==> config.mk <==
export PLATFORM = sky130hd
export DESIGN_NAME = step_grid_ctrl_flat
export DESIGN_NICKNAME = d
export VERILOG_FILES = /design/src/rtl/step_grid_if.sv /design/src/rtl/step_grid_ctrl.sv /design/src/flat_wrapper.sv
export SDC_FILE = /design/constraint.sdc
export NUM_CORES = 1
export LEC_CHECK = 0
export BUFFER_PORTS_ARGS = -buffer_cell sky130_fd_sc_hd__buf_2
export CAP_MARGIN = 20
export CORE_MARGIN = 2
export CORE_UTILIZATION = 51
export DETAILED_ROUTE_END_ITERATION = 10
export GPL_ROUTABILITY_DRIVEN = 0
export PLACE_DENSITY = 0.82
export SLEW_MARGIN = 10
export SYNTH_ARGS = -nofsm -noshare
export SYNTH_HDL_FRONTEND = slang
export SYNTH_HIERARCHICAL = 1
export SYNTH_SLANG_ARGS = --single-unit
==> constraint.sdc <==
create_clock -name CLOCK_50 -period 3.3 [get_ports CLOCK_50]
set_input_delay 0 -clock CLOCK_50 [delete_from_list [all_inputs] [get_ports CLOCK_50]]
set_output_delay 0 -clock CLOCK_50 [all_outputs]
set_load 0.01 [all_outputs]
==> src/rtl/step_grid_if.sv <==
// Button/display bundle between the step-grid controller (master) and the
// button pads plus VGA display stage (slave).
interface step_grid_if;
  logic         btn_left, btn_right, btn_up, btn_down, btn_toggle;
  logic         drawing;
  logic [9:0]   X, OLD_X;
  logic [8:0]   Y, OLD_Y;
  logic         state;
  logic         draw_enable;
  logic         ready;
  logic [143:0] steps;
  logic [3:0]   cur_col, cur_row;

  modport master (
    input  btn_left, btn_right, btn_up, btn_down, btn_toggle, drawing,
    output X, Y, OLD_X, OLD_Y, state, draw_enable, ready, steps, cur_col, cur_row
  );

  modport slave (
    output btn_left, btn_right, btn_up, btn_down, btn_toggle, drawing,
    input  X, Y, OLD_X, OLD_Y, state, draw_enable, ready, steps, cur_col, cur_row
  );
endinterface

==> src/rtl/step_grid_ctrl.sv <==
// Cursor / step-pattern controller for the 12x12 sequencer grid feeding the VGA stage.
// Define STEP_GRID_WRAP_EN to make cursor moves wrap at the grid edges (default: saturate).

module step_btn_cond (
  input  logic CLOCK_50,
  input  logic nReset,
  input  logic btn,
  output logic evt
);
  // [0],[1] synchronize; [2] holds the previous synced level for edge detection
  logic [2:0] vld_pipe;

  always_ff @(posedge CLOCK_50 or negedge nReset) begin
    if (!nReset) begin
      vld_pipe <= '0;
      evt      <= 1'b0;
    end else begin
      vld_pipe <= {vld_pipe[1:0], btn};
      evt      <= vld_pipe[1] & ~vld_pipe[2];
    end
  end
endmodule

module step_grid_ctrl #(
  parameter logic [9:0] X0    = 10'd214,
  parameter logic [8:0] Y0    = 9'd32,
  parameter int         PITCH = 33
) (
  input  logic         CLOCK_50,
  input  logic         nReset,
  step_grid_if.master  bus
);
  localparam int NUM_BTN = 5;
  localparam int B_UP = 0, B_DOWN = 1, B_LEFT = 2, B_RIGHT = 3, B_TOG = 4;

  typedef enum logic [1:0] {INIT_WAIT, IDLE, ISSUE, BUSY} fsm_t;

  logic [NUM_BTN-1:0] btn_raw, evt;
  fsm_t               fsm;
  logic               drawing_q, seen_rise;
  logic [1:0]         ep_cnt, ep_tgt;
  logic [3:0]         nxt_col, nxt_row;
  logic [7:0]         cur_idx;
  logic               do_move;
  logic               draw_rise, draw_fall;

  assign btn_raw = {bus.btn_toggle, bus.btn_right, bus.btn_left, bus.btn_down, bus.btn_up};

  step_btn_cond u_btn [NUM_BTN-1:0] (
    .CLOCK_50 (CLOCK_50),
    .nReset   (nReset),
    .btn      (btn_raw),
    .evt      (evt)
  );

  function automatic logic [9:0] cell_x(input logic [3:0] c);
    return X0 + 10'(c) * 10'(PITCH);
  endfunction

  function automatic logic [8:0] cell_y(input logic [3:0] r);
    return Y0 + 9'(r) * 9'(PITCH);
  endfunction

`ifdef STEP_GRID_WRAP_EN
  function automatic logic [3:0] step_inc(input logic [3:0] v);
    return (v == 4'd11) ? 4'd0 : v + 4'd1;
  endfunction
  function automatic logic [3:0] step_dec(input logic [3:0] v);
    return (v == 4'd0) ? 4'd11 : v - 4'd1;
  endfunction
`else
  function automatic logic [3:0] step_inc(input logic [3:0] v);
    return (v == 4'd11) ? v : v + 4'd1;
  endfunction
  function automatic logic [3:0] step_dec(input logic [3:0] v);
    return (v == 4'd0) ? v : v - 4'd1;
  endfunction
`endif

  assign cur_idx   = 8'(bus.cur_row) * 8'd12 + 8'(bus.cur_col);
  assign draw_rise = bus.drawing & ~drawing_q;
  assign draw_fall = ~bus.drawing & drawing_q;

  // Only the highest-priority event is considered; toggle masks all moves
  always_comb begin
    nxt_col = bus.cur_col;
    nxt_row = bus.cur_row;
    if (!evt[B_TOG]) begin
      if (evt[B_RIGHT])      nxt_col = step_inc(bus.cur_col);
      else if (evt[B_LEFT])  nxt_col = step_dec(bus.cur_col);
      else if (evt[B_DOWN])  nxt_row = step_inc(bus.cur_row);
      else if (evt[B_UP])    nxt_row = step_dec(bus.cur_row);
    end
    do_move = !evt[B_TOG] && ((nxt_col != bus.cur_col) || (nxt_row != bus.cur_row));
  end

  always_ff @(posedge CLOCK_50 or negedge nReset) begin
    if (!nReset) begin
      fsm             <= INIT_WAIT;
      drawing_q       <= 1'b0;
      seen_rise       <= 1'b0;
      ep_cnt          <= '0;
      ep_tgt          <= '0;
      bus.X           <= X0;
      bus.Y           <= Y0;
      bus.OLD_X       <= X0;
      bus.OLD_Y       <= Y0;
      bus.state       <= 1'b0;
      bus.draw_enable <= 1'b0;
      bus.ready       <= 1'b0;
      bus.steps       <= '0;
      bus.cur_col     <= '0;
      bus.cur_row     <= '0;
    end else begin
      drawing_q <= bus.drawing;
      case (fsm)
        // The display's power-on grid + cursor draw is one rise/fall episode
        INIT_WAIT: begin
          if (draw_rise) seen_rise <= 1'b1;
          if (seen_rise && draw_fall) begin
            fsm       <= IDLE;
            bus.ready <= 1'b1;
          end
        end
        IDLE: begin
          if (evt[B_TOG]) begin
            bus.steps[cur_idx] <= ~bus.steps[cur_idx];
          end else if (do_move) begin
            bus.OLD_X   <= bus.X;
            bus.OLD_Y   <= bus.Y;
            bus.state   <= bus.steps[cur_idx];
            bus.cur_col <= nxt_col;
            bus.cur_row <= nxt_row;
            bus.X       <= cell_x(nxt_col);
            bus.Y       <= cell_y(nxt_row);
            bus.ready   <= 1'b0;
            fsm         <= ISSUE;
          end
        end
        // Any fall seen here predates our request, so the count starts clean
        ISSUE: begin
          bus.draw_enable <= 1'b1;
          ep_cnt          <= '0;
          ep_tgt          <= 2'd2;
          fsm             <= BUSY;
        end
        BUSY: begin
          bus.draw_enable <= 1'b0;
          if (draw_fall) begin
            ep_cnt <= ep_cnt + 2'd1;
            if (ep_cnt + 2'd1 == ep_tgt) begin
              fsm       <= IDLE;
              bus.ready <= 1'b1;
            end
          end
        end
        default: fsm <= INIT_WAIT;
      endcase
    end
  end
endmodule

==> src/flat_wrapper.sv <==
// flat-port wrapper written by rule: the top's interface ports become plain ports
module step_grid_ctrl_flat 
#(
  parameter logic [9:0] X0    = 10'd214,
  parameter logic [8:0] Y0    = 9'd32,
  parameter int         PITCH = 33
)
  (CLOCK_50, nReset, bus_btn_left, bus_btn_right, bus_btn_up, bus_btn_down, bus_btn_toggle, bus_drawing, bus_X, bus_Y, bus_OLD_X, bus_OLD_Y, bus_state, bus_draw_enable, bus_ready, bus_steps, bus_cur_col, bus_cur_row);
  step_grid_if bus_i ();
  input  logic CLOCK_50;
  input  logic nReset;
  input wire logic [$bits(bus_i.btn_left)-1:0] bus_btn_left;
  input wire logic [$bits(bus_i.btn_right)-1:0] bus_btn_right;
  input wire logic [$bits(bus_i.btn_up)-1:0] bus_btn_up;
  input wire logic [$bits(bus_i.btn_down)-1:0] bus_btn_down;
  input wire logic [$bits(bus_i.btn_toggle)-1:0] bus_btn_toggle;
  input wire logic [$bits(bus_i.drawing)-1:0] bus_drawing;
  output wire logic [$bits(bus_i.X)-1:0] bus_X;
  output wire logic [$bits(bus_i.Y)-1:0] bus_Y;
  output wire logic [$bits(bus_i.OLD_X)-1:0] bus_OLD_X;
  output wire logic [$bits(bus_i.OLD_Y)-1:0] bus_OLD_Y;
  output wire logic [$bits(bus_i.state)-1:0] bus_state;
  output wire logic [$bits(bus_i.draw_enable)-1:0] bus_draw_enable;
  output wire logic [$bits(bus_i.ready)-1:0] bus_ready;
  output wire logic [$bits(bus_i.steps)-1:0] bus_steps;
  output wire logic [$bits(bus_i.cur_col)-1:0] bus_cur_col;
  output wire logic [$bits(bus_i.cur_row)-1:0] bus_cur_row;
  assign bus_i.btn_left = bus_btn_left;
  assign bus_i.btn_right = bus_btn_right;
  assign bus_i.btn_up = bus_btn_up;
  assign bus_i.btn_down = bus_btn_down;
  assign bus_i.btn_toggle = bus_btn_toggle;
  assign bus_i.drawing = bus_drawing;
  assign bus_X = bus_i.X;
  assign bus_Y = bus_i.Y;
  assign bus_OLD_X = bus_i.OLD_X;
  assign bus_OLD_Y = bus_i.OLD_Y;
  assign bus_state = bus_i.state;
  assign bus_draw_enable = bus_i.draw_enable;
  assign bus_ready = bus_i.ready;
  assign bus_steps = bus_i.steps;
  assign bus_cur_col = bus_i.cur_col;
  assign bus_cur_row = bus_i.cur_row;
  step_grid_ctrl #(.X0(X0), .Y0(Y0), .PITCH(PITCH)) u_core (.CLOCK_50(CLOCK_50), .nReset(nReset), .bus(bus_i));
endmodule
==> results_dict.tcl <==
set metrics [dict create \
    clockBufferDepth 3 \
    cp_top_family "compound AO/OA/AOI/OAI gates" \
    antenna_violations_before_repair 0 \
    worstPathArrival_ns 3.84 \
    worst-endpoint-required_ns 3.70 \
    fp.dieArea_um2 23500 \
    clkLatencyLatePin_ns 0.52 \
    library_cell_contributing_the_largest_single_delay_on_the_critical_path "a2111o_2" \
    placementRows 54 \
    deepest_level_of_the_cts_h_tree 1 \
    design.final.nets 1250 \
    synth_area_leader_cell "dfrtp_1" \
    holdWs_ns 0.0931 \
    layout_commonest_cell "nand2_1" \
    synth.avg_cell_area_um2 12.0 \
    initial_utilization_pct 52.0 \
    headroom_to_the_max_slew_limit_pct 53.8 \
    dp_hpwl_mm 22.0 \
    end_kind "flip-flop" \
    grt_setup_unrepaired "yes" \
    synth_warnings 6 \
    hold_class "primary input to async pin" \
    synthesis.instances 946 \
    cts_root_buf "clkbuf_16" \
    via_count 9075 \
    grt_first_pass_wirelength_mm 49.5 \
    clock_skew_ns 0.0221 \
    preCtsSetupSlack_ns -0.0512 \
    timing.final.crit_period_ns 3.44 \
    cts_tree "done" \
    timing.critical_path.fanout_max 17 \
    die_width_um 153 \
    cpMostUsedCell "inv_1" \
    netlist_top_cells_area "dfrtp_1 44%, mux2_4 11%, nand2_1 7.4%" \
    final.period_utilization_pct 104 \
    post-route-drc-count 0 \
    fin_area_um2 14400 \
    synth-edff-count 0 \
    growth_of_design_area_from_synthesis_to_finish_pct 26.7 \
    grt_start_max_net_pins 94 \
    nFillCells 1549 \
    detail-route-antenna-nets 0 \
    final_core_occ_pct 65.9 \
    post_drt_wl_per_cell_um 23.0 \
    post_synth_top_area_share_pct 44.2 \
    mostFrequentLayoutCells "222 x nand2_1, 197 x buf_2, 196 x dfrtp_1, 84 x mux2_4, 68 x buf_4" \
    synth.yosys.seq_area_share_pct 47.0 \
    cp_num_buf_inv 4 \
    initialDrtViolationCount 780 \
    timing_hold_violations_final 0 \
    ys_ff_latch 213 \
    dpl-instance-area_um2 13000 \
    max-cap-violations 0 \
    layout_cell_share_with_drive_strength_beyond_1_pct 47.2 \
    portBuffers 198 \
    slew_viol_final 0 \
    path_clk_slew_ns 0.06 \
    final.setup.worst_slack_ns -0.135 \
    setup-violations-final 117 \
    max_stage_delay_ns 0.63 \
    grt_usage_pct 26.8 \
    netlist-cell-type-count 67 \
    cts_sinks 213 \
    cts-buffers-inserted 24 \
    fmaxAchievable_mhz 291 \
    core_region_area_um2 21900 \
    type_of_element_launching_the_critical_path "flip-flop" \
    dr.pass1.iters 6 \
    async_flop_share_pct 100 \
    syn-cell-area_um2 11400 \
    vias_in_the_first_global_route 8643 \
    outcome "complete, but fails checks" \
    viasPerCell 6.02 \
    n_diodes 0 \
    synth_ff_type "dfrtp_1" \
    die_height_um 153 \
    floorplan.io_pins 201 \
    path_cells "inv_1, ha_4, inv_1, fa_2, clkbuf_2, nand2_1, o22ai_1, o21ai_1, nand4_1, a2111o_2, buf_12, mux2_4" \
    globalRoute.totalOverflow 0 \
    violated_checks "setup timing" \
    drt-total-wl_mm 34.6 \
    tightest_slew_ns 0.687 \
    setup.worst_path.class "flip-flop to flip-flop" \
]
## synthesized netlist by cell type, types with 2 or more instances
library cell  instances
dfrtp_1             201
nor3b_1               2
nor2b_4               5
nand2b_1              3
nor4_4                8
buf_1                 2
or2_2                 2
ha_1                 28
nor3_1                5
o2bb2ai_1             2
nand4_1               4
a31oi_1              18
nor2_1               22
o21ai_0              28
nor2_2               10
mux2_4               80
nand3b_1              4
buf_2                12
mux4_2               36
clkbuf_1             15
a22oi_1               3
buf_6                20
nand3_1               5
fa_1                  3
nor2b_1               5
or3_1                 3
xor2_1                7
buf_4                12
mux2i_1              10
nand2_1             224
mux2_2               53
o221ai_1              2
o31ai_1               2
a21o_1                3
inv_1                19
a21boi_0              2
dfstp_2              12
o21a_1                2
xnor2_1              15
a21oi_1              30
## sequential cells by signal, indices dropped and copies added (netlist names)
register and cells:
u_core/bus.OLD_X 10, u_core/bus.OLD_Y 8, u_core/bus.X 10, u_core/bus.Y 8, u_core/bus.cur_col 3, u_core/bus.draw_enable 1, u_core/bus.ready 1, u_core/bus.state 1
u_core/bus.steps 144, u_core/drawing_q 1, u_core/ep_cnt 2, u_core/ep_tgt 1, u_core/fsm 2, u_core/seen_rise 1, u_core/u_btn/evt 5, u_core/u_btn/vld_pipe 15
## routing by layer
metal	GRT usage, %	vias to the layer above	part of all wire, %
met5	0	-	0
met4	11.6	0	5.0
met3	4.79	139	9.5
met2	42.7	575	47
met1	36.3	4532	39
li1	-	3829	-
## area by class of cell
| type | instances | area [um2] | area share (%) |
|---|---|---|---|
| Inverter | 20 | 80.1 | 0.555 |
| Clock buffer | 36 | 737 | 5.11 |
| Multi-Input combinational cell | 653 | 5740 | 39.8 |
| Clock inverter | 7 | 95.1 | 0.659 |
| Timing Repair Buffer | 299 | 2060 | 14.3 |
| Sequential cell | 213 | 5350 | 37.1 |
| Tap cell | 280 | 350 | 2.43 |
## final timing paths
kind                                                    endpoint                                   from  slack [ns]  depth (start not counted)
hold reg to reg            u_core/u_btn[0]/vld_pipe[1]$_DFF_PN0_  u_core/u_btn[0]/vld_pipe[0]$_DFF_PN0_        0.35                          0
max in group asynchronous       u_core/bus.steps[42]$_DFFE_PN0P_                                 nReset        2.16                          3
min in group CLOCK_50      u_core/u_btn[4]/vld_pipe[0]$_DFF_PN0_                         bus_btn_toggle        0.12                          2
setup / recovery                u_core/bus.steps[15]$_DFFE_PN0P_            u_core/bus.Y[1]$_DFFE_PN0P_       -0.14                         12
hold / removal                   u_core/bus.OLD_X[8]$_DFFE_PN0P_                                 nReset        0.09                          2
setup reg to reg                u_core/bus.steps[15]$_DFFE_PN0P_            u_core/bus.Y[1]$_DFFE_PN0P_       -0.14                         12
## cell families after synthesis
family / count (synthesis) / synth area share, %
DFF: 213 / 47.0
muxes: 179 / 23.8
adders and majority gates: 31 / 3.61
AOI/OAI and AO/OA: 108 / 5.92
buffers and inverters: 81 / 4.52
other: 1 / 0.0330
xor gates and xnor gates: 25 / 2.19
and+or+nand+nor: 308 / 13.0
## per-stage QoR
stage	cells	TNS, ns
5_1_grt	1508	-16.17
3_5_place_dp	1432	-2.20
3_3_place_gp	1432	0
2_1_floorplan	947	0
4_1_cts	1482	-0.00569
6_report	1508	-9.09
## what timing repair did
action | CTS | global route
setup buffers | 0 | 18
pin swaps | 2 | 9
gates cloned | 0 | 8
hold endpoints to repair | 90 | 0
endpoints found under the setup margin | 110 | 146
resized for setup | 6 | 29
hold buffers | 7 | 0
Power is not shown: default switching activity piles up to over one toggle a cycle in this logic, so the estimate is an artifact.
